===== src/rtl/bconv1_pool_row.sv =====
// First binary conv layer: XNOR-popcount over a 7-sample window per channel,
// per-channel threshold, then 2:1 max-pool (OR) of consecutive windows.
module bconv1_pool_row #(
    parameter int unsigned CH_OUT = 8,
    parameter int unsigned KSIZE  = 7,
    parameter int unsigned N_WIN  = 464,
    parameter int unsigned CW     = 10
) (
    input  logic                    clk,
    input  logic                    rst_n,
    input  logic [KSIZE-1:0]        slide_data,
    input  logic                    ecg_data_val,
    input  logic                    trans_done,
    input  logic [CH_OUT*KSIZE-1:0] weight,
    input  logic [CH_OUT*3-1:0]     thresh,
    output logic [CH_OUT-1:0]       pool_data,
    output logic                    pool_val,
    output logic [CW-1:0]           win_cnt,
    output logic                    layer_done
);

    localparam int unsigned MW = 3;

    localparam logic [1:0] IDLE  = 2'd0;
    localparam logic [1:0] RUN   = 2'd1;
    localparam logic [1:0] FLUSH = 2'd2;
    localparam logic [1:0] DONE  = 2'd3;

    logic [1:0]           state;
    logic [1:0]           state_nxt;
    logic                 accept;
    logic                 flush_emit;
    logic                 done_set;

    logic                 s1_val;
    logic                 s2_val;
    logic [CH_OUT*MW-1:0] match_c;
    logic [CH_OUT*MW-1:0] match_q;
    logic [CH_OUT-1:0]    act_c;
    logic [CH_OUT-1:0]    act_q;
    logic                 phase;
    logic [CH_OUT-1:0]    stored;

    // State register
    always_ff @(posedge clk or negedge rst_n) begin
        if (!rst_n) begin
            state <= IDLE;
        end else begin
            state <= state_nxt;
        end
    end

    // Next-state and control decode
    always_comb begin
        state_nxt  = state;
        accept     = 1'b0;
        flush_emit = 1'b0;
        done_set   = 1'b0;
        case (state)
            IDLE, RUN: begin
                accept = ecg_data_val && (win_cnt < CW'(N_WIN));
                if (trans_done || (accept && (win_cnt == CW'(N_WIN - 1)))) begin
                    state_nxt = FLUSH;
                end else if (accept) begin
                    state_nxt = RUN;
                end
            end
            FLUSH: begin
                // Only act once the conv pipeline has drained into the pool stage
                if (!s1_val && !s2_val) begin
                    if (phase) begin
                        flush_emit = 1'b1;
                    end else begin
                        done_set  = 1'b1;
                        state_nxt = DONE;
                    end
                end
            end
            DONE: begin
                state_nxt = DONE;
            end
            default: begin
                state_nxt = IDLE;
            end
        endcase
    end

    // Per-channel match count and threshold compare
    always_comb begin
        match_c = '0;
        act_c   = '0;
        for (int c = 0; c < int'(CH_OUT); c++) begin
            match_c[c*MW +: MW] = MW'(KSIZE - $countones(slide_data ^ weight[c*KSIZE +: KSIZE]));
            act_c[c]            = (match_q[c*MW +: MW] >= thresh[c*MW +: MW]);
        end
    end

    // Conv pipeline stages 1 and 2
    always_ff @(posedge clk or negedge rst_n) begin
        if (!rst_n) begin
            s1_val  <= 1'b0;
            s2_val  <= 1'b0;
            match_q <= '0;
            act_q   <= '0;
        end else begin
            s1_val <= accept;
            s2_val <= s1_val;
            if (accept) begin
                match_q <= match_c;
            end
            if (s1_val) begin
                act_q <= act_c;
            end
        end
    end

    // Pool stage: pair consecutive activations; phase survives upstream gaps
    always_ff @(posedge clk or negedge rst_n) begin
        if (!rst_n) begin
            phase     <= 1'b0;
            stored    <= '0;
            pool_data <= '0;
            pool_val  <= 1'b0;
        end else begin
            pool_val <= 1'b0;
            if (s2_val) begin
                if (!phase) begin
                    stored <= act_q;
                    phase  <= 1'b1;
                end else begin
                    pool_data <= stored | act_q;
                    pool_val  <= 1'b1;
                    phase     <= 1'b0;
                end
            end else if (flush_emit) begin
                pool_data <= stored;
                pool_val  <= 1'b1;
                phase     <= 1'b0;
            end
        end
    end

    // Window counter and completion strobe
    always_ff @(posedge clk or negedge rst_n) begin
        if (!rst_n) begin
            win_cnt    <= '0;
            layer_done <= 1'b0;
        end else begin
            layer_done <= done_set;
            if (accept) begin
                win_cnt <= CW'(win_cnt + 1'b1);
            end
        end
    end

endmodule


===== config.mk =====
export PLATFORM = sky130hd
export DESIGN_NAME = bconv1_pool_row
export DESIGN_NICKNAME = d
export VERILOG_FILES = /design/src/rtl/bconv1_pool_row.sv
export SDC_FILE = /design/constraint.sdc
export NUM_CORES = 1
export LEC_CHECK = 0
export CELL_PAD_IN_SITES_DETAIL_PLACEMENT = 0
export CELL_PAD_IN_SITES_GLOBAL_PLACEMENT = 1
export CORE_ASPECT_RATIO = 0.9
export CORE_MARGIN = 4
export CORE_UTILIZATION = 53
export CTS_CLUSTER_SIZE = 8
export DETAILED_ROUTE_END_ITERATION = 6
export DONT_BUFFER_PORTS = 1
export PLACE_DENSITY_LB_ADDON = 0.1
export SETUP_SLACK_MARGIN = 0.2
export SYNTH_ARGS = -nofsm -noshare
export SYNTH_HDL_FRONTEND = slang
export SYNTH_SLANG_ARGS = --single-unit

===== constraint.sdc =====
create_clock -name clk -period 2.4 [get_ports clk]
set_clock_uncertainty 0.05 [all_clocks]
set_input_delay 0.48 -clock clk [delete_from_list [all_inputs] [get_ports clk]]
set_output_delay 0.48 -clock clk [all_outputs]
set_load 0.05 [all_outputs]

==> results of run 1 <==
## report_power, final
part	internal, W	switching (W)
registers	0.00136	0.000213
logic	0.000703	0.000681
clock network	0.000722	0.000431
## cell families after synthesis
kind of cell             share of synthesized area, %
AND/OR/NAND/NOR                                  8.29
adder cells (fa/ha/maj)                          24.6
AO/OA/AOI/OAI                                    9.11
XOR/XNOR                                         14.0
flip-flops                                       36.5
buffers and inverters                            5.51
multiplexers                                     2.02
## Yosys cell counts (7+ instances only)
cell type   n
o21ai_0    30
buf_2       7
xnor2_1    23
a21o_1      8
inv_1      44
xor2_1     48
nand2b_1    9
nand2_1    37
ha_1       49
a21oi_1    24
nor2_1     16
fa_1       24
clkbuf_1   10
dfrtp_1    65
mux2_2      8
## area by class of cell
type                            count  share of cell area [%]
Inverter                           45                    3.33
Sequential cell                    65                    32.0
Tap cell                           99                    2.44
Clock buffer                       10                    2.71
Timing Repair Buffer               10                    2.17
Clock inverter                      6                    2.27
Multi-Input combinational cell    298                    55.1
## state kept, by name (all words and copies together) (netlist names)
name and flops:
s1_val 1, layer_done 1, pool_val 1, match_q 24
s2_val 1, win_cnt 10, state 2, pool_data 8
stored 8, phase 1, act_q 8
## layer usage
layer | GRT usage [%] | vias up | routed length [µm]
li1 | - | 1376 | -
met1 | 22.1 | 1362 | 3580
met2 | 32.9 | 57 | 4430
met3 | 6.02 | 6 | 408
met4 | 3.61 | 0 | 61
met5 | 0 | - | 0
## metrics by stage
step | utilization, % | area, µm² | hold WS (ns)
3_3_place_gp | 58.9 | 4770 | 0.136
4_1_cts | 62.4 | 5060 | 0.274
6_report | 62.7 | 5080 | 0.287
2_1_floorplan | - | 4750 | 0.134
5_1_grt | 62.7 | 5080 | 0.300
3_5_place_dp | 58.9 | 4770 | 0.136
## worst max-delay path by stage
stage	end	slack, ns	cells after the start
after floorplan	match_q[11]	-0.14	10
after global placement	match_q[8]	-0.07	9
after detailed placement	match_q[8]	-0.10	9
after CTS	match_q[8]	0.26	9
after global routing	match_q[11]	0.18	9
final	match_q[8]	0.25	9
## timing repair
item | 4_1_cts | 5_1_grt
hold buffers | 2 | 0
endpoints found under the setup margin | 0 | 6
gates resized for setup | 0 | 3
hold endpoints to repair | 65 | 0
==> impl_metrics.csv, run 1 <==
group,metric,value,unit
route,ant_nets,0,
route,vias,2801,
timing,period_minus_slack,2.15,ns
timing,tns,0,ns
floorplan,initial_core_util,54.9,%
global_route,antenna_found_initial,0,
critical_path,cp-startpoint,"weight[17]",
floorplan,io_pins,111,
critical_path,cp-start-kind,"primary input",
yosys,synthCells,426,
floorplan,die_w,105,µm
global_route,grt_start_max_net_pins,66,
yosys,synth.area.top_cells,"dfrtp_1 (37%), ha_1 (14%), fa_1 (11%), xor2_1 (9.4%), xnor2_1 (4.5%)",
yosys,synth_top_area_cell,"dfrtp_1",
route,routed_wl,8480,µm
yosys,synthArstFlopShare,100,%
placement,dp_hpwl,6710,µm
critical_path,r2r-start,"win_cnt[8]",
power_and_ir_drop,irDropWorstVdd,483,µV
placement,place_inst,515,
timing,setup_viol,0,
placement,gp_congestion,0.740,
hold_path,hold_path_depth,2,
final_layout,diodes,0,
final_layout,mostFrequentLayoutCells,"dfrtp_1 (65), inv_1 (44), xor2_1 (37), nand2_1 (37), ha_1 (37)",
final_layout,nNetsFinal,593,
clock_network,numCtsBuffers,9,
power_and_ir_drop,powerDensity,809,nW/µm²
timing,tightest_slew,0.973,ns
yosys,synth_ff_type,"dfrtp_1",
yosys,ys_types,34,
route,via_per_inst,5.26,
final_layout,multi_input_area,2800,µm²
hold_path,min_to,"state[1]",
critical_path,regToRegEndpoint,"win_cnt[3]",
critical_path,slowest_delay,0.55,ns
timing,slew_viol_final,0,
clock_network,cts_tree,"built",
yosys,synth_enable_flop_cells,0,
hold_path,holdCritPathClass,"in -> reg",
floorplan,core,8110,µm²
clock_network,path_clk_slew,0.07,ns
critical_path,required,2.61,ns
global_route,overflow,0,
final_layout,final_common_cell,"dfrtp_1",
critical_path,slowest_stage,"fa_1",
timing,relSlewSlack,34.7,%
final_layout,ff_latch_area,1630,µm²
global_route,grt_use_total,18.4,%
placement,dp_worst_setup_slack,-0.103,ns
clock_network,cts_num_sinks,65,
critical_path,crit_family,"adder cells",
power_and_ir_drop,power.total,0.00411,W
global_route,grt_pass1_wl,14300,µm
clock_network,post-cts-setup-buffers,0,
clock_network,cts_root_buffer,"clkbuf_8",
timing,timing.fmax,464,MHz
clock_network,h-tree-depth,3,
yosys,yosys.area.top_type_share,36.5,%
critical_path,crit_buf_inv,2,
final_layout,stdcell_count,533,
clock_network,clock_latency,0.33,ns
placement,portBuffers,0,
final_layout,area_delta_synth_final,14.1,%
yosys,ys_seq_area_share,36.5,%
final_layout,drive_gt1_share,17.5,%
floorplan,die_area,9930,µm²
critical_path,crit_arrival,2.36,ns
floorplan,num_rows,31,
global_route,grt_pass1_vias,3016,
final_layout,n_fill_cell,688,
route,drtIter0Drc,63,
yosys,syn_area_per_cell,10.5,µm²
timing,final_hold_viol_count,0,
hold_path,hp-start,"trans_done",
clock_network,clockBufferDepth,2,
yosys,synth_nets,590,
critical_path,cp-end-kind,"flop",
yosys,synth_area,4450,µm²
timing,fin_ws,0.246,ns
route,drc_errors,0,
route,routedWlPerCell,15.9,µm
timing,rsz0062_at_grt,"yes",
run_status,status,"complete, no violations",
route,drt_first_pass_iters,4,
run,cap_viol_max_count,0,
power_and_ir_drop,power_leakage,2.52,nW
floorplan,die_h,94.9,µm
yosys,ys_ff_latch,65,
critical_path,reg2regPathDepth,6,
critical_path,crit_path_max_fanout,1,
critical_path,reg2reg_setup_slack,0.57,ns
critical_path,crit_type,"in -> reg",
timing,timing.final.crit_share,89.8,%
critical_path,path_cells,"xor2_2 -> fa_1 -> ha_1 -> inv_1 -> fa_1 -> inv_1 -> ha_2 -> xnor2_2 -> o21ai_1",
yosys,yosysWarningCount,0,
Power figures use the tool's default switching activity.
==> run 2: changes to the inputs <==
--- a/config.mk
+++ b/config.mk
@@ -18,3 +18,4 @@
 export SYNTH_ARGS = -nofsm -noshare
 export SYNTH_HDL_FRONTEND = slang
 export SYNTH_SLANG_ARGS = --single-unit
+export TNS_END_PERCENT = 20
==> run 2 against run 1 <==
  * Core utilization is 0.37 points higher
  * Via count fell by 3.6%
  * First-iteration DRC count is 29% higher
  * Sequential cell count unchanged
  * Largest cell class unchanged
  * Largest power group unchanged
==> impl_metrics.csv, run 2 (synthesis gave the netlist of run 1 again) <==
group,metric,value,unit
run_status,status,"complete, no violations",
floorplan,num_rows,31,
final_layout,final_common_cell,"dfrtp_1",
global_route,grt_pass1_wl,13400,µm
timing,timing.final.crit_share,87.7,%
timing,relSlewSlack,40.9,%
critical_path,crit_buf_inv,2,
power_and_ir_drop,power_leakage,2.55,nW
global_route,antenna_found_initial,0,
clock_network,cts_root_buffer,"clkbuf_8",
route,routedWlPerCell,14.6,µm
floorplan,die_h,94.9,µm
timing,slew_viol_final,0,
global_route,use_met2,26.9,%
clock_network,path_clk_slew,0.07,ns
global_route,overflow,0,
critical_path,path_cells,"xor2_2 -> fa_1 -> ha_1 -> inv_1 -> fa_1 -> inv_1 -> ha_2 -> xnor2_2 -> o21ai_1",
clock_network,cts_num_sinks,65,
route,via_per_inst,5.05,
critical_path,cp-start-kind,"primary input",
timing,fin_ws,0.296,ns
final_layout,area_delta_synth_final,14.8,%
power_and_ir_drop,seqPwrFrac,36.9,%
global_route,use_met1,22.4,%
run,cap_viol_max_count,0,
timing,rsz0062_at_grt,"yes",
timing,period_minus_slack,2.10,ns
timing,tightest_slew,0.881,ns
route,vias,2700,
global_route,grt_start_max_net_pins,66,
critical_path,cp-end-kind,"flop",
final_layout,regMostFlops,"match_q",
floorplan,io_pins,111,
floorplan,initial_core_util,54.9,%
timing,timing.fmax,475,MHz
critical_path,crit_path_max_fanout,1,
critical_path,slowest_delay,0.54,ns
final_layout,largestRegisters,"match_q (24), win_cnt (10)",
power_and_ir_drop,p_int,0.00296,W
floorplan,die_area,9930,µm²
critical_path,crit_family,"adder cells",
critical_path,slowest_stage,"fa_1",
route,drtIter0Drc,81,
power_and_ir_drop,switching_share,30.8,%
placement,gp_congestion,0.716,
route,drc_errors,0,
global_route,grt_pass1_vias,2872,
global_route,grt_use_total,17.0,%
power_and_ir_drop,clkPwrFrac,31.0,%
power_and_ir_drop,powerDensity,837,nW/µm²
clock_network,cts_tree,"built",
final_layout,drive_gt1_share,16.7,%
placement,portBuffers,0,
power_and_ir_drop,pwr-share-comb,32.1,%
hold_path,hold_path_depth,2,
placement,dp_hpwl,6360,µm
power_and_ir_drop,power.total,0.00427,W
route,routed_wl,7790,µm
power_and_ir_drop,switchingPower,0.00131,W
final_layout,largest_reg_flops,24,
critical_path,crit_type,"in -> reg",
final_layout,n_fill_cell,660,
placement,dp_worst_setup_slack,-0.0959,ns
clock_network,h-tree-depth,3,
critical_path,worstSetupPathDepth,9,
timing,holdWs,0.306,ns
route,drt_first_pass_iters,4,
critical_path,crit_arrival,2.32,ns
floorplan,core,8110,µm²
final_layout,mostFrequentLayoutCells,"dfrtp_1 (65), inv_1 (44), ha_1 (40), xor2_1 (38), nand2_1 (37)",
floorplan,die_w,105,µm
hold_path,holdCritPathClass,"in -> reg",
clock_network,clockBufferDepth,2,
route,ant_nets,0,
final_layout,nNetsFinal,595,
final_layout,diodes,0,
timing,final_hold_viol_count,0,
global_route,use_met3,4.58,%
clock_network,numCtsBuffers,9,
power_and_ir_drop,irDropWorstVdd,380,µV
timing,setup_viol,0,
critical_path,reg2regPathDepth,6,
final_layout,utilization,63.0,%
critical_path,required,2.61,ns
clock_network,clock_latency,0.33,ns
global_route,busiest_layer,"met2",
-- run 2: final timing paths --
kind,startpoint,to,slack [ns]
setup / recovery,weight[17],match_q[8],0.30
hold / removal,trans_done,state[1],0.31
setup reg to reg,win_cnt[8],win_cnt[5],0.56
hold reg to reg,win_cnt[9],win_cnt[9],0.42
max in group asynchronous,rst_n,match_q[9],1.41
min in group asynchronous,rst_n,pool_data[5],0.63
-- run 2: repair_timing --
action | CTS | global route
endpoints found under the setup margin | 0 | 2
hold buffers | 2 | 0
resized for setup | 0 | 1
setup buffers | 0 | 0
hold endpoints to repair | 65 | 0
-- run 2: metrics by stage --
stage               setup TNS [ns]  cell area [µm²]  instances
floorplan                    -2.04             4710        426
global placement            -0.259             4770        517
detailed placement          -0.582             4770        517
CTS                              0             5100        535
global route                     0             5110        535
finish                           0             5110        535
-- run 2: per-layer routing --
metal	share of wire [%]	up-vias	wire length [µm]
met2	46	90	3580
met1	46	1221	3580
met4	2.0	0	153
met3	6.1	13	479
li1	-	1376	-
met5	0	-	0
-- run 2: power groups by stage --
stage	clock (W)	combinational, W	sequential, W
2_1_floorplan	0	0.00108	0.00158
3_3_place_gp	0	0.00131	0.00159
3_5_place_dp	0	0.00135	0.00161
4_1_cts	0.00135	0.00140	0.00158
5_1_grt	0.00141	0.00169	0.00162
6_report	0.00132	0.00137	0.00158
-- run 2: layout make-up --
| cell class | instances | area, µm² | area share (%) |
|---|---|---|---|
| clock buffers | 9 | 124 | 2.42 |
| inverters | 45 | 169 | 3.31 |
| multi-input cells | 298 | 2780 | 54.3 |
| flip-flops and latches | 65 | 1630 | 31.8 |
| repair buffers | 12 | 125 | 2.45 |
| well taps | 99 | 124 | 2.42 |
| clock inverters | 7 | 166 | 3.26 |
